===== src/rtl/hicore_mem_pkg.sv =====
// Shared constants for the memory-queue drain: entry layout, size codes, FSM encoding.
// Entry layout is {is_store, unsigned, size[1:0], rd, addr, wdata}.
package hicore_mem_pkg;

  localparam int HICORE_MEM_AW     = 32;
  localparam int HICORE_MEM_XW     = 32;
  localparam int HICORE_MEM_RW     = 5;
  localparam int HICORE_MEM_INFO_W = 1 + 1 + 2 + HICORE_MEM_RW + HICORE_MEM_AW + HICORE_MEM_XW;

  localparam int HICORE_MEM_WDATA_LSB = 0;
  localparam int HICORE_MEM_ADDR_LSB  = HICORE_MEM_WDATA_LSB + HICORE_MEM_XW;
  localparam int HICORE_MEM_RD_LSB    = HICORE_MEM_ADDR_LSB + HICORE_MEM_AW;
  localparam int HICORE_MEM_SIZE_LSB  = HICORE_MEM_RD_LSB + HICORE_MEM_RW;
  localparam int HICORE_MEM_UNS_BIT   = HICORE_MEM_SIZE_LSB + 2;
  localparam int HICORE_MEM_STORE_BIT = HICORE_MEM_UNS_BIT + 1;

  typedef enum logic [1:0] {
    SZ_BYTE     = 2'd0,
    SZ_HALF     = 2'd1,
    SZ_WORD     = 2'd2,
    SZ_WORD_ALT = 2'd3
  } mem_size_e;

  typedef enum logic [1:0] {
    ST_IDLE = 2'd0,
    ST_REQ  = 2'd1,
    ST_RSP  = 2'd2,
    ST_WB   = 2'd3
  } drain_state_e;

  // Half at an odd address, or any word-class size not on a word boundary.
  function automatic logic misaligned(input logic [1:0] size, input logic [1:0] lo);
    return ((size == SZ_HALF) && lo[0]) || (size[1] && (lo != 2'b00));
  endfunction

endpackage


===== src/rtl/hicore_mem_drain_if.sv =====
// Simple valid/ready data-memory bus: request channel plus response channel.
interface hicore_mem_drain_if #(
  parameter int AW = 32,
  parameter int XW = 32
);
  logic          req_valid;
  logic          req_ready;
  logic [AW-1:0] req_addr;
  logic          req_we;
  logic [3:0]    req_wstrb;
  logic [XW-1:0] req_wdata;
  logic          rsp_valid;
  logic          rsp_ready;
  logic [XW-1:0] rsp_rdata;
  logic          rsp_err;

  modport master (
    output req_valid, req_addr, req_we, req_wstrb, req_wdata, rsp_ready,
    input  req_ready, rsp_valid, rsp_rdata, rsp_err
  );

  modport slave (
    input  req_valid, req_addr, req_we, req_wstrb, req_wdata, rsp_ready,
    output req_ready, rsp_valid, rsp_rdata, rsp_err
  );
endinterface


===== src/rtl/hicore_mem_lane.sv =====
// Byte-lane steering: store strobe/data replication and load extract with sign/zero extension.
module hicore_mem_lane
  import hicore_mem_pkg::*;
(
  input  logic [1:0]  size,
  input  logic [1:0]  lo,
  input  logic        uns,
  input  logic [31:0] st_data,
  input  logic [31:0] ld_raw,
  output logic [3:0]  wstrb,
  output logic [31:0] wdata,
  output logic [31:0] ld_data
);

  logic [7:0]  ld_byte;
  logic [15:0] ld_half;

  // NOTE: every output gets a default before the case so no path leaves a latch.
  always_comb begin
    wstrb   = 4'b1111;
    wdata   = st_data;
    ld_data = ld_raw;
    ld_byte = ld_raw[8*lo +: 8];
    ld_half = lo[1] ? ld_raw[31:16] : ld_raw[15:0];
    case (size)
      SZ_BYTE: begin
        wstrb   = 4'b0001 << lo;
        wdata   = {4{st_data[7:0]}};
        ld_data = {{24{~uns & ld_byte[7]}}, ld_byte};
      end
      SZ_HALF: begin
        wstrb   = 4'b0011 << {lo[1], 1'b0};
        wdata   = {2{st_data[15:0]}};
        ld_data = {{16{~uns & ld_half[15]}}, ld_half};
      end
      default: ;
    endcase
  end

endmodule


===== src/rtl/hicore_mem_drain.sv =====
// Memory-queue drain: pops entries, runs one bus transaction at a time, presents writeback.
// Optional misalignment trap compiled in with `define HICORE_MEM_MISALIGN_CHK_EN.
module hicore_mem_drain
  import hicore_mem_pkg::*;
#(
  parameter  int AW = HICORE_MEM_AW,
  parameter  int XW = HICORE_MEM_XW,
  parameter  int RW = HICORE_MEM_RW,
  localparam int IW = HICORE_MEM_INFO_W
) (
  input  logic                  clk,
  input  logic                  rst,
  input  logic                  flush,
  input  logic                  q_valid,
  output logic                  q_ready,
  input  logic                  q_cancel,
  input  logic [IW-1:0]         q_info,
  hicore_mem_drain_if.master    bus,
  output logic                  wb_valid,
  input  logic                  wb_ready,
  output logic [RW-1:0]         wb_rd,
  output logic                  wb_wen,
  output logic [XW-1:0]         wb_data,
  output logic                  wb_err,
  output logic                  busy
);

  drain_state_e state, state_nxt;
  logic         kill;

  logic          e_store, e_uns;
  logic [1:0]    e_size;
  logic [RW-1:0] e_rd;
  logic [AW-1:0] e_addr;
  logic [XW-1:0] e_wdata;

  logic          r_err, r_wen;
  logic [XW-1:0] r_data;

  logic          in_store, in_uns;
  logic [1:0]    in_size;
  logic [RW-1:0] in_rd;
  logic [AW-1:0] in_addr;
  logic [XW-1:0] in_wdata;
  logic          take, misalign_hit;

  logic [3:0]    st_wstrb;
  logic [XW-1:0] st_wdata, ld_data;

  assign in_store = q_info[HICORE_MEM_STORE_BIT];
  assign in_uns   = q_info[HICORE_MEM_UNS_BIT];
  assign in_size  = q_info[HICORE_MEM_SIZE_LSB +: 2];
  assign in_rd    = q_info[HICORE_MEM_RD_LSB +: RW];
  assign in_addr  = q_info[HICORE_MEM_ADDR_LSB +: AW];
  assign in_wdata = q_info[HICORE_MEM_WDATA_LSB +: XW];

  assign take = (state == ST_IDLE) && q_valid && !q_cancel;

`ifdef HICORE_MEM_MISALIGN_CHK_EN
  assign misalign_hit = misaligned(in_size, in_addr[1:0]);
`else
  assign misalign_hit = 1'b0;
`endif

  hicore_mem_lane u_lane (
    .size    (e_size),
    .lo      (e_addr[1:0]),
    .uns     (e_uns),
    .st_data (e_wdata),
    .ld_raw  (bus.rsp_rdata),
    .wstrb   (st_wstrb),
    .wdata   (st_wdata),
    .ld_data (ld_data)
  );

  always_comb begin
    state_nxt = state;
    case (state)
      ST_IDLE: if (take)             state_nxt = misalign_hit ? ST_WB : ST_REQ;
      ST_REQ:  if (bus.req_ready)    state_nxt = ST_RSP;
      // A flush seen together with the response still suppresses the writeback.
      ST_RSP:  if (bus.rsp_valid)    state_nxt = (kill || flush) ? ST_IDLE : ST_WB;
      ST_WB:   if (wb_ready || flush) state_nxt = ST_IDLE;
      default:                       state_nxt = ST_IDLE;
    endcase
  end

  // NOTE: state registers use non-blocking assignments so every flop samples pre-edge values.
  always_ff @(posedge clk or posedge rst) begin
    if (rst) begin
      state <= ST_IDLE;
      kill  <= 1'b0;
    end else begin
      state <= state_nxt;
      if (state_nxt == ST_IDLE)
        kill <= 1'b0;
      else if (flush && ((state == ST_REQ) || (state == ST_RSP)))
        kill <= 1'b1;
    end
  end

  always_ff @(posedge clk or posedge rst) begin
    if (rst) begin
      e_store <= 1'b0;
      e_uns   <= 1'b0;
      e_size  <= 2'b00;
      e_rd    <= '0;
      e_addr  <= '0;
      e_wdata <= '0;
      r_err   <= 1'b0;
      r_wen   <= 1'b0;
      r_data  <= '0;
    end else begin
      if (take) begin
        e_store <= in_store;
        e_uns   <= in_uns;
        e_size  <= in_size;
        e_rd    <= in_rd;
        e_addr  <= in_addr;
        e_wdata <= in_wdata;
        if (misalign_hit) begin
          r_err  <= 1'b1;
          r_wen  <= 1'b0;
          r_data <= XW'(in_addr);
        end
      end
      if ((state == ST_RSP) && bus.rsp_valid) begin
        r_err  <= bus.rsp_err;
        r_wen  <= ~bus.rsp_err & ~e_store;
        r_data <= (bus.rsp_err || e_store) ? '0 : ld_data;
      end
    end
  end

  assign q_ready       = (state == ST_IDLE);
  assign busy          = (state != ST_IDLE);

  assign bus.req_valid = (state == ST_REQ);
  assign bus.req_addr  = bus.req_valid ? {e_addr[AW-1:2], 2'b00} : '0;
  assign bus.req_we    = bus.req_valid & e_store;
  assign bus.req_wstrb = bus.req_we ? st_wstrb : 4'b0000;
  assign bus.req_wdata = bus.req_we ? st_wdata : '0;
  assign bus.rsp_ready = (state == ST_RSP);

  assign wb_valid      = (state == ST_WB);
  assign wb_rd         = wb_valid ? e_rd : '0;
  assign wb_wen        = wb_valid & r_wen;
  assign wb_data       = wb_valid ? r_data : '0;
  assign wb_err        = wb_valid & r_err;

endmodule


===== src/flat_wrapper.sv =====
// flat-port wrapper written by rule: the top's interface ports become plain ports
module hicore_mem_drain_flat import hicore_mem_pkg::*;
#(
  parameter  int AW = HICORE_MEM_AW,
  parameter  int XW = HICORE_MEM_XW,
  parameter  int RW = HICORE_MEM_RW,
  localparam int IW = HICORE_MEM_INFO_W
)
  (clk, rst, flush, q_valid, q_ready, q_cancel, q_info, wb_valid, wb_ready, wb_rd, wb_wen, wb_data, wb_err, busy, bus_req_valid, bus_req_addr, bus_req_we, bus_req_wstrb, bus_req_wdata, bus_rsp_ready, bus_req_ready, bus_rsp_valid, bus_rsp_rdata, bus_rsp_err);
  hicore_mem_drain_if #(.AW(AW), .XW(XW)) bus_i ();
  input  logic clk;
  input  logic rst;
  input  logic flush;
  input  logic q_valid;
  output logic q_ready;
  input  logic q_cancel;
  input  logic [IW-1:0] q_info;
  output logic wb_valid;
  input  logic wb_ready;
  output logic [RW-1:0] wb_rd;
  output logic wb_wen;
  output logic [XW-1:0] wb_data;
  output logic wb_err;
  output logic busy;
  output wire logic [$bits(bus_i.req_valid)-1:0] bus_req_valid;
  output wire logic [$bits(bus_i.req_addr)-1:0] bus_req_addr;
  output wire logic [$bits(bus_i.req_we)-1:0] bus_req_we;
  output wire logic [$bits(bus_i.req_wstrb)-1:0] bus_req_wstrb;
  output wire logic [$bits(bus_i.req_wdata)-1:0] bus_req_wdata;
  output wire logic [$bits(bus_i.rsp_ready)-1:0] bus_rsp_ready;
  input wire logic [$bits(bus_i.req_ready)-1:0] bus_req_ready;
  input wire logic [$bits(bus_i.rsp_valid)-1:0] bus_rsp_valid;
  input wire logic [$bits(bus_i.rsp_rdata)-1:0] bus_rsp_rdata;
  input wire logic [$bits(bus_i.rsp_err)-1:0] bus_rsp_err;
  assign bus_req_valid = bus_i.req_valid;
  assign bus_req_addr = bus_i.req_addr;
  assign bus_req_we = bus_i.req_we;
  assign bus_req_wstrb = bus_i.req_wstrb;
  assign bus_req_wdata = bus_i.req_wdata;
  assign bus_rsp_ready = bus_i.rsp_ready;
  assign bus_i.req_ready = bus_req_ready;
  assign bus_i.rsp_valid = bus_rsp_valid;
  assign bus_i.rsp_rdata = bus_rsp_rdata;
  assign bus_i.rsp_err = bus_rsp_err;
  hicore_mem_drain #(.AW(AW), .XW(XW), .RW(RW)) u_core (.clk(clk), .rst(rst), .flush(flush), .q_valid(q_valid), .q_ready(q_ready), .q_cancel(q_cancel), .q_info(q_info), .bus(bus_i), .wb_valid(wb_valid), .wb_ready(wb_ready), .wb_rd(wb_rd), .wb_wen(wb_wen), .wb_data(wb_data), .wb_err(wb_err), .busy(busy));
endmodule

===== config.mk =====
export PLATFORM = sky130hd
export DESIGN_NAME = hicore_mem_drain_flat
export DESIGN_NICKNAME = d
export VERILOG_FILES = /design/src/rtl/hicore_mem_pkg.sv /design/src/rtl/hicore_mem_drain_if.sv /design/src/rtl/hicore_mem_lane.sv /design/src/rtl/hicore_mem_drain.sv /design/src/flat_wrapper.sv
export SDC_FILE = /design/constraint.sdc
export NUM_CORES = 1
export LEC_CHECK = 0
export ABC_AREA = 1
export CAP_MARGIN = 20
export CELL_PAD_IN_SITES_DETAIL_PLACEMENT = 0
export CELL_PAD_IN_SITES_GLOBAL_PLACEMENT = 1
export CORE_ASPECT_RATIO = 1.4
export CORE_MARGIN = 5
export CORE_UTILIZATION = 30
export DETAILED_ROUTE_END_ITERATION = 6
export GPL_ROUTABILITY_DRIVEN = 0
export GPL_TIMING_DRIVEN = 0
export PLACE_DENSITY_LB_ADDON = 0.1
export SLEW_MARGIN = 20
export SYNTH_ARGS = -nofsm -noshare
export SYNTH_HDL_FRONTEND = slang
export SYNTH_HIERARCHICAL = 1
export SYNTH_SLANG_ARGS = --single-unit

===== constraint.sdc =====
create_clock -name clk -period 3.55 [get_ports clk]
set_clock_uncertainty 0.15 [all_clocks]
set_input_delay 0.355 -clock clk [delete_from_list [all_inputs] [get_ports clk]]
set_output_delay 0.355 -clock clk [all_outputs]
set_load 0.005 [all_outputs]

After elaboration in Yosys (flattened, before gate mapping)
Index checks and enable logic that the tools add are counted.
{"block": "totals", "elab_cells": 59, "in_bits": 114, "output_inout_bits": 113, "register_bits": 110}
{"block": "op_classes", "n_bitwise": 9, "muxes": 18, "reduce_logical": 14, "n_eq_ne": 4, "shift": 3}
{"operator": "$mux W32", "n": 4}
{"operator": "$pmux W32 S2", "n": 2}
{"operator": "$shiftx A32 B6 Y8", "n": 1}
{"operator": "$mux W16", "n": 1}
{"operator": "$mux W2", "n": 5}
{"operator": "$pmux W2 S4", "n": 1}
{"operator": "$pmux W4 S2", "n": 1}
{"operator": "$and A1 B1 Y1", "n": 6}
{"operator": "$logic_not A2 Y1", "n": 3}
{"operator": "$mux W5", "n": 1}
{"operator": "$eq A2 B1 Y1 const B", "n": 2}
{"operator": "$eq A2 B2 Y1 const B", "n": 2}
{"operator": "$logic_and A1 B1 Y1", "n": 4}
{"operator": "$logic_or A1 B1 Y1", "n": 4}
{"operator": "$mux W4", "n": 1}
{"operator": "$reduce_bool A2 Y1", "n": 2}
{"operator": "$shl A1 B2 Y4 const A", "n": 1}
{"operator": "$shl A2 B2 Y4 const A", "n": 1}
{"operator": "$not A1 Y1", "n": 3}
{"operator": "$mux W1", "n": 2}
{"operator": "$logic_not A1 Y1", "n": 1}

Longest topological paths before layout
Gate-level depths: netlist of the first run.
{"block": "logic_depth", "word_depth": 7, "ltp_mapped": 11, "mapped_depth_nobuf": 10}

By module
Netlist of the first run, hierarchy kept.
{"module": "hicore_mem_drain", "seq_area_each_um2": 2752.6, "area_per_inst_um2": 5442.7, "instances": 1, "cells_per_inst": 572}
{"module": "hicore_mem_lane", "seq_area_each_um2": 0.0, "area_per_inst_um2": 1072.3, "instances": 1, "cells_per_inst": 230}

Worst setup path after synthesis of the first run
OpenSTA, ideal clock, no wires.
{"block": "synth_timing", "kind": "reg-to-output", "start": "register u_core.state[1]", "end": "output port bus_req_wdata[22]", "setup_slack_ps": 1675, "arrival_ps": 1370, "t_required_ps": 3045, "path_buffers": 2, "stages_incl_launch_ff": 7, "path_cell_list": "dfrtp_1 > inv_1 > ha_1 > clkbuf_1 > nand2_1 > buf_2 > nor2_1"}
{"block": "synth_between", "elab_chain_len": 3}
{"item": "from (decl)", "line": "hicore_mem_drain.sv:28", "source": "drain_state_e state, state_nxt;"}
{"item": "from (signal assigned)", "line": "hicore_mem_drain.sv:94", "source": "state <= state_nxt;"}
{"item": "$eq A2 B1 Y1", "line": "hicore_mem_drain.sv:138", "source": "assign bus.req_valid = (state == ST_REQ);"}
{"item": "via bus_req_valid", "line": "flat_wrapper.sv:25", "source": "output wire logic [$bits(bus_i.req_valid)-1:0] bus_req_valid;"}
{"item": "$and A1 B1 Y1", "line": "hicore_mem_drain.sv:140", "source": "assign bus.req_we = bus.req_valid & e_store;"}
{"item": "$mux W32", "line": "hicore_mem_drain.sv:142", "source": "assign bus.req_wdata = bus.req_we ? st_wdata : '0;"}
{"item": "to (decl)", "line": "flat_wrapper.sv:29", "source": "output wire logic [$bits(bus_i.req_wdata)-1:0] bus_req_wdata;"}
The timed path passes the listed nets, and every way through them passes these cells.

Worst setup path after layout of the first run
{"block": "layout_timing", "start": "register u_core.state[1]", "end": "output port bus_req_wdata[24]"}
{"block": "layout_between", "elab_chain_len": 3}
{"item": "$eq A2 B1 Y1", "line": "hicore_mem_drain.sv:138"}
{"item": "$and A1 B1 Y1", "line": "hicore_mem_drain.sv:140"}
{"item": "$mux W32", "line": "hicore_mem_drain.sv:142"}
Every way passes these cells.

==> results.txt, run 1 <==
----------------------------------------------------
[Run status]
  Result of the run ... completed

[Floorplan]
  Die footprint ... ~25000 um2
  Number of primary I/O pins ... approximately 230
  Initial Utilization ... a little over 30%
  Core region area ... ~21000 um2
  Horizontal extent of the die ... 135 um
  Row Count ... 63
  Chip height ... about 180 um

[Pwr]
  Net switching power ... between 0.002 and 0.003 W
  Static Leak ... just over 5 nW
  Combinational share of power ... about half
  Portion of total power attributed to the clock network ... 15.4%
  Switching portion of total power ... about 40%
  Portion of total power attributed to sequential cells ... between 30% and 40%
  Ratio of total power to cell area ... just under 700 nW/um2
  Cell-internal power ... 0.00399 W
  Peak VDD IR ... roughly 0.00027 V
  Total Power Consumption ... around 0.0065 W

[Yosys]
  Adder and majority gate portion of the synthesized area ... under 10%
  Number of enable-type register cells in the synthesized netlist ... 0
  Cell taking the most area after synthesis ... dfrtp_1
  Avg Inst Size Synth ... about 8.1 um2
  Basic-gate share of the synthesized area counting and, or, nand and nor cells ... 25.4%
  Multiplexer share of the synthesized area ... 16.1%
  Area fraction in compound gates after synthesis ... under 10%
  Area contributors post-synth ... dfrtp_1 (42%), nand2_1 (16%), mux2_4 (14%), inv_1 (7.4%), nand3_1 (5.8%)
  Total number of yosys warnings ... 6
  Register bit total from synthesis ... between 100 and 150
  Dominant synthesized flop cell ... dfrtp_1
  Proportion of synthesized chip area in sequential cells ... between 40% and 50%
  Count of mapped cells out of synthesis ... 802
  Area share of xor/xnor cells in the synthesized design ... 0%
  Synth cell count leaders ... nand2_1 (278), inv_1 (129), dfrtp_1 (110), nand3_1 (76), mux2_4 (60)
  Combinational family with the most area after synthesis ... simple AND/OR/NAND/NOR gates
  Total standard cell area after synthesis ... roughly 6500 um2
  Synth unique cells ... 25
  Async set or reset register ratio after synthesis ... between 90% and 100%
  Proportion of netlist area held by the largest area contributor ... between 40% and 50%
  Leading cell type by number of instances after synthesis ... nand2_1

[Global route]
  Number of antenna violations at the first check in global routing ... 1
  First-pass GRT wire length ... 32900 um
  Final global-route overflow total ... 0
  Maximum number of pins on one net before global-route repair ... 60
  Aggregate global-route resource usage ... 17.2%
  Vias in the first global route ... just under 6000

[Setup path]
  FF-to-FF path depth ... 7
  Nature of the critical path endpoint ... output port
  CP Class ... reg -> out
  Cell-by-cell listing of the critical path ... inv_1 > ha_1 > clkbuf_1 > nand2_2 > buf_2 > nor2_1 > clkdlybuf4s50_1
  Number of logic stages on the critical path including buffering ... 7
  Type of element launching the critical path ... flop
  Required time worst endpoint ... just over 3 ns
  Max incr delay on CP ... about 0.53 ns
  Library cell contributing the largest single delay on the critical path ... clkdlybuf4s50_1
  Maximum fanout along the worst path ... 10
  Largest delay contributor family on the critical path ... buffers and inverters
  Flop-to-flop setup slack ... between 1 and 1.5 ns
  Arr. time, crit path ... between 2 and 3 ns
  Reg-to-Reg Start ... u_core/state[0]
  Endpoint of the most critical register-to-register path ... u_core/r_data[16]
  Combined buffer and inverter count along the critical path ... 4

[Place]
  Setup slack after placement ... between 0.5 and 0.6 ns
  Placed wire-length estimate ... roughly 17000 um
  Area after DPL ... 9120 um2
  Count of buffers inserted at the top-level ports ... about 220
  Placed cells ... 1288

[Timing]
  Slew HR ... 56.7%
  Final Max Tran Viols ... 0
  Number of hold-slack violations in the final timing report ... 0
  Setup-violating endpoint count in the final report ... 0
  Unrepaired setup endpoints after global routing ... false
  Post-layout min period ... 3.16 ns
  Maximum clock frequency ... 316 MHz
  Post-Route Hold Slack ... 0.235 ns
  Slew @ Worst Pin ... 0.649 ns
  Post-route fraction of the period consumed by the critical path ... roughly 90%
  PnR worst setup slack ... a little under 0.4 ns

[Clock network]
  Clock Tree Buf Depth ... 2
  Total number of clock tree sinks ... between 100 and 150
  H-tree depth ... 3
  CTS Buf Count ... 9
  Post-CTS Setup Bufs ... 0
  Clk slew on worst S/H paths ... ~0.090 ns
  Later-pin clock latency in the skew report ... about 0.36 ns
  Buffer type at the clock tree root ... clkbuf_16
  CTS tree ... done

[Finish]
  Area added between synthesis and finish ... 44.4%
  Fin cells ... ~1300
  Share of final-layout standard cells stronger than drive strength 1 ... a little over an eighth
  Antenna diode instance count ... 0
  Area of all placed cells without fillers ... about 9400 um2
  Net total in the final layout ... 1159

[Drt]
  Number of iterations in the first detailed-routing pass ... 4
  Final WL ... between 20000 and 25000 um
  DRC violations left ... 0
  Wire per inst ... 16.3 um
  DRC violation total after the first TritonRoute iteration ... 291
  Via density per instance ... around 4.4
  Count of nets left with antenna violations after detail routing ... 0
  Total via count in the routed design ... 5725

[Hold path]
  Type of the tightest min-delay check ... in -> async

[Job]
  MaxCap Viol Count ... 0

----------------------------------------------------
-- kinds of logic (layout without fill, tap and decap cells) --
logic type / count (synthesis) / after routing
simple gates: 403 / 403
buf+inv: 184 / 425
flops: 110 / 110
mux: 73 / 73
compound gates: 25 / 25
fa+ha+maj: 6 / 6
other cells: 1 / 2
-- cell type report --
cell class                 instances  area [um2]
inverter                         135         517
timing repair buffer             225        2270
fill                            2228       11900
clock buffer                       9         225
clock inverter                     7        63.8
buffer                            49         327
sequential                       110        2750
tap                              260         325
multi-input combinational        509        2930
-- how the worst max path moves through the flow --
stage | slack (ns) | from | endpoint
after CTS | 0.12 | u_core/state[1] | bus_req_wdata[8]
after floorplan | 0.14 | rst | u_core/e_addr[0]
after global placement | -1.84 | rst | u_core/r_data[12]
final | 0.39 | u_core/state[1] | bus_req_wdata[24]
after global routing | 0.15 | u_core/state[1] | bus_req_wdata[13]
after detailed placement | 0.54 | u_core/state[1] | bus_req_wdata[8]
-- state kept, by name, summed over array words and instances (netlist names) --
signal / cells
u_core/e_addr: 32
u_core/e_rd: 5
u_core/e_size: 2
u_core/e_store: 1
u_core/e_uns: 1
u_core/e_wdata: 32
u_core/kill: 1
u_core/r_data: 32
u_core/r_err: 1
u_core/r_wen: 1
u_core/state: 2
-- what timing repair did --
action                     CTS  global route
setup endpoints to repair    0             1
hold endpoints to repair     0             0
hold buffers                 0             0
gates resized for setup      0             1
-- worst reg2reg max path, stage by stage (launching register included) --
cell,delay (ns)
dfrtp_1,0.41
inv_1,0.12
ha_1,0.26
nand2_1,0.32
clkinv_1,0.27
buf_2,0.27
nand3_1,0.11
nand2_1,0.05
-- cells in the final DEF, fill, tap and decap left out --
cell type	instances
conb_1	2
buf_6	11
mux2_2	13
mux2_4	60
nand2_1	277
ha_1	6
inv_8	1
o21ai_0	13
nand2_2	5
clkbuf_16	9
buf_4	11
buf_2	15
nor2_1	40
inv_2	3
nand3_4	1
o211ai_1	7
inv_4	2
clkbuf_1	12
clkdlybuf4s50_1	224
dfrtp_1	110
clkinv_2	2
inv_6	4
nand3_2	1
nand3_1	76
clkinv_8	1
buf_16	1
nand4_1	1
inv_1	128
clkinv_1	1
nor2_4	1
a21oi_1	5
nand2_4	1
-- power groups by stage --
| stage | clock network [W] | logic (W) | registers, W |
|---|---|---|---|
| floorplan | 0 | 0.00224 | 0.00215 |
| global placement | 0 | 0.00330 | 0.00227 |
| detailed placement | 0 | 0.00332 | 0.00227 |
| CTS | 0.00105 | 0.00333 | 0.00225 |
| global route | 0.00110 | 0.00366 | 0.00233 |
| finish | 0.00101 | 0.00327 | 0.00225 |
-- metal layers --
layer	share of wire [%]	vias to the layer above	wire length, um	GRT usage [%]
met3	6.5	16	1380	5.08
met1	40	2653	8380	19.4
met4	1.1	2	233	3.79
li1	-	2912	-	-
met5	0.057	-	12	0
met2	53	142	11200	31.9
-- per-stage QoR --
| step | setup TNS, ns | utilization, % |
|---|---|---|
| floorplan | 0 | - |
| global placement | -201.17 | 42.7 |
| detailed placement | 0 | 42.8 |
| CTS | 0 | 44.2 |
| global route | 0 | 44.2 |
| finish | 0 | 44.2 |
Power figures use the tool's default switching activity.
==> run 2: changes to the inputs <==
- PLACE_DENSITY: unset -> 0.79
- PLACE_DENSITY_LB_ADDON: 0.1 -> unset
==> results.txt, run 2 (synthesis results as in run 1) <==
----------------------------------------------------
[Floorplan]
  Chip height ... between 150 and 200 um
  Initial Utilization ... between 30% and 40%
  Row Count ... 63
  Number of primary I/O pins ... around 230
  Core region area ... 21300 um2
  Die footprint ... approximately 25000 um2
  Horizontal extent of the die ... between 100 and 150 um

[Finish]
  Net total in the final layout ... about 1200
  Share of final-layout standard cells stronger than drive strength 1 ... a little over an eighth
  Area of all placed cells without fillers ... roughly 9400 um2
  Final standard cell utilization of the core ... between 40 and 50%
  Area added between synthesis and finish ... 44.2%
  Most frequent standard cell in the layout excluding fill and tap cells ... nand2_1
  FILL cells ... approximately 2200
  Registers with the most flip-flops ... u_core/e_addr (32), u_core/e_wdata (32), u_core/r_data (32)
  Commonest cells after routing, fill and taps aside ... nand2_1 (277), clkdlybuf4s50_1 (224), inv_1 (128), dfrtp_1 (110), nand3_1 (76)

[Global route]
  Maximum number of pins on one net before global-route repair ... 68
  Vias in the first global route ... 5857
  Final global-route overflow total ... 0
  First-pass GRT wire length ... approximately 33000 um
  Number of antenna violations at the first check in global routing ... 1
  Aggregate global-route resource usage ... 17.0%

[Drt]
  Final WL ... 21200 um
  Total via count in the routed design ... 5751
  Wire per inst ... ~16 um
  DRC violation total after the first TritonRoute iteration ... approximately 300
  Number of iterations in the first detailed-routing pass ... 5
  DRC violations left ... 0
  Via density per instance ... approximately 4.4
  Count of nets left with antenna violations after detail routing ... 0

[Setup path]
  Nature of the critical path endpoint ... output port
  Number of logic stages on the critical path including buffering ... 7
  CP Class ... reg -> out
  Cell-by-cell listing of the critical path ... inv_1 > ha_1 > clkbuf_1 > nand2_2 > buf_2 > nor2_1 > clkdlybuf4s50_1
  Source of the critical timing path ... u_core/state[1]
  Flop-to-flop setup slack ... about 1.5 ns
  Maximum fanout along the worst path ... 10
  Reg-to-Reg Start ... u_core/state[0]
  Max incr delay on CP ... about 0.53 ns
  Endpoint of the most critical register-to-register path ... u_core/r_data[15]
  FF-to-FF path depth ... 7
  Combined buffer and inverter count along the critical path ... 4
  Endpoint of the worst setup timing path ... bus_req_wdata[24]
  Library cell contributing the largest single delay on the critical path ... clkdlybuf4s50_1
  Largest delay contributor family on the critical path ... buffers and inverters
  Required time worst endpoint ... between 3 and 4 ns
  Arr. time, crit path ... between 2 and 3 ns
  Type of element launching the critical path ... flop

[Clock network]
  Buffer type at the clock tree root ... clkbuf_16
  CTS tree ... done
  Later-pin clock latency in the skew report ... between 0.3 and 0.4 ns
  Post-CTS Setup Bufs ... 0
  Total number of clock tree sinks ... 110
  H-tree depth ... 3
  Clock Tree Buf Depth ... 2
  CTS Buf Count ... 9
  Clk slew on worst S/H paths ... 0.08 ns

[Timing]
  Post-Route Setup TNS ... 0 ns
  Post-layout min period ... 3.23 ns
  Final Max Tran Viols ... 0
  Number of hold-slack violations in the final timing report ... 0
  Post-route fraction of the period consumed by the critical path ... between 90 and 100%
  Slew HR ... 61.5%
  Setup-violating endpoint count in the final report ... 0
  Maximum clock frequency ... 309 MHz
  Post-Route Hold Slack ... roughly 0.24 ns
  Unrepaired setup endpoints after global routing ... false
  Slew @ Worst Pin ... 0.577 ns

[Pwr]
  Static Leak ... a little over 5 nW
  Peak VDD IR ... between 0.0002 and 0.0003 V
  Ratio of total power to cell area ... ~690 nW/um2

[Place]
  Area after DPL ... around 9100 um2
  Count of buffers inserted at the top-level ports ... 224
  Placed wire-length estimate ... 16700 um

[Run status]
  Result of the run ... completed

[Job]
  MaxCap Viol Count ... 0

[Hold path]
  Type of the tightest min-delay check ... in -> async

----------------------------------------------------
==> run 2: cell types whose count changed in the layout (fill, tap and decap cells not counted) <==
cell / delta
inv_6: -1
clkinvlp_4: +1
diode_2: +1
clkinv_8: -1
==> run 2: power by group <==
group          switching [W]  internal, W  total (W)
logic                0.00162      0.00164    0.00326
registers           0.000402      0.00186    0.00226
clock network       0.000492     0.000481   0.000973
==> run 2: worst reg2reg max path, cell delays in order, from the launching register on <==
cell and delay, ns:
dfrtp_1 0.41, inv_1 0.13, ha_1 0.27, nand2_1 0.29, clkinv_1 0.25, buf_2 0.25
nand3_1 0.14, nand2_1 0.07
==> run 2: cell type report <==
type,instances,area (um2),share of cell area (%)
clock inverter,6,46.3,0.493
buffer,49,327,3.48
sequential,110,2750,29.3
tap,260,325,3.46
clock buffer,9,225,2.40
timing repair buffer,225,2270,24.2
multi-input combinational,509,2930,31.2
antenna,1,2.50,0.0266
inverter,135,517,5.50
==> run 2: worst min path at each step <==
stage | to | slack (ns)
2_1_floorplan | u_core/r_data[10] | 0.30
3_3_place_gp | u_core/r_data[21] | 0.31
3_5_place_dp | u_core/r_data[21] | 0.32
4_1_cts | u_core/e_addr[12] | 0.24
5_1_grt | u_core/e_addr[26] | 0.27
6_report | u_core/e_addr[26] | 0.24
==> run 2: metrics by stage <==
stage          power (W)  cells  setup WS, ns
5_1_grt          0.00705   1303         0.124
3_5_place_dp     0.00556   1288         0.544
3_3_place_gp     0.00551   1287         -1.67
2_1_floorplan    0.00440    803         0.143
6_report         0.00649   1304         0.316
4_1_cts          0.00658   1303         0.137
==> run 2: what timing repair did <==
| item | in CTS | in global routing |
|---|---|---|
| endpoints found under the setup margin | 0 | 11 |
| gates resized for setup | 0 | 1 |
| hold buffers | 0 | 0 |
| endpoints found under the hold margin | 0 | 0 |
==> run 2: per-layer routing <==
metal / vias up / GRT usage, % / wire [um]
met5: - / 0 / 20
met2: 163 / 31.2 / 11300
met1: 2652 / 19.7 / 8190
met4: 2 / 5.75 / 454
met3: 25 / 3.41 / 1210
li1: 2909 / - / -
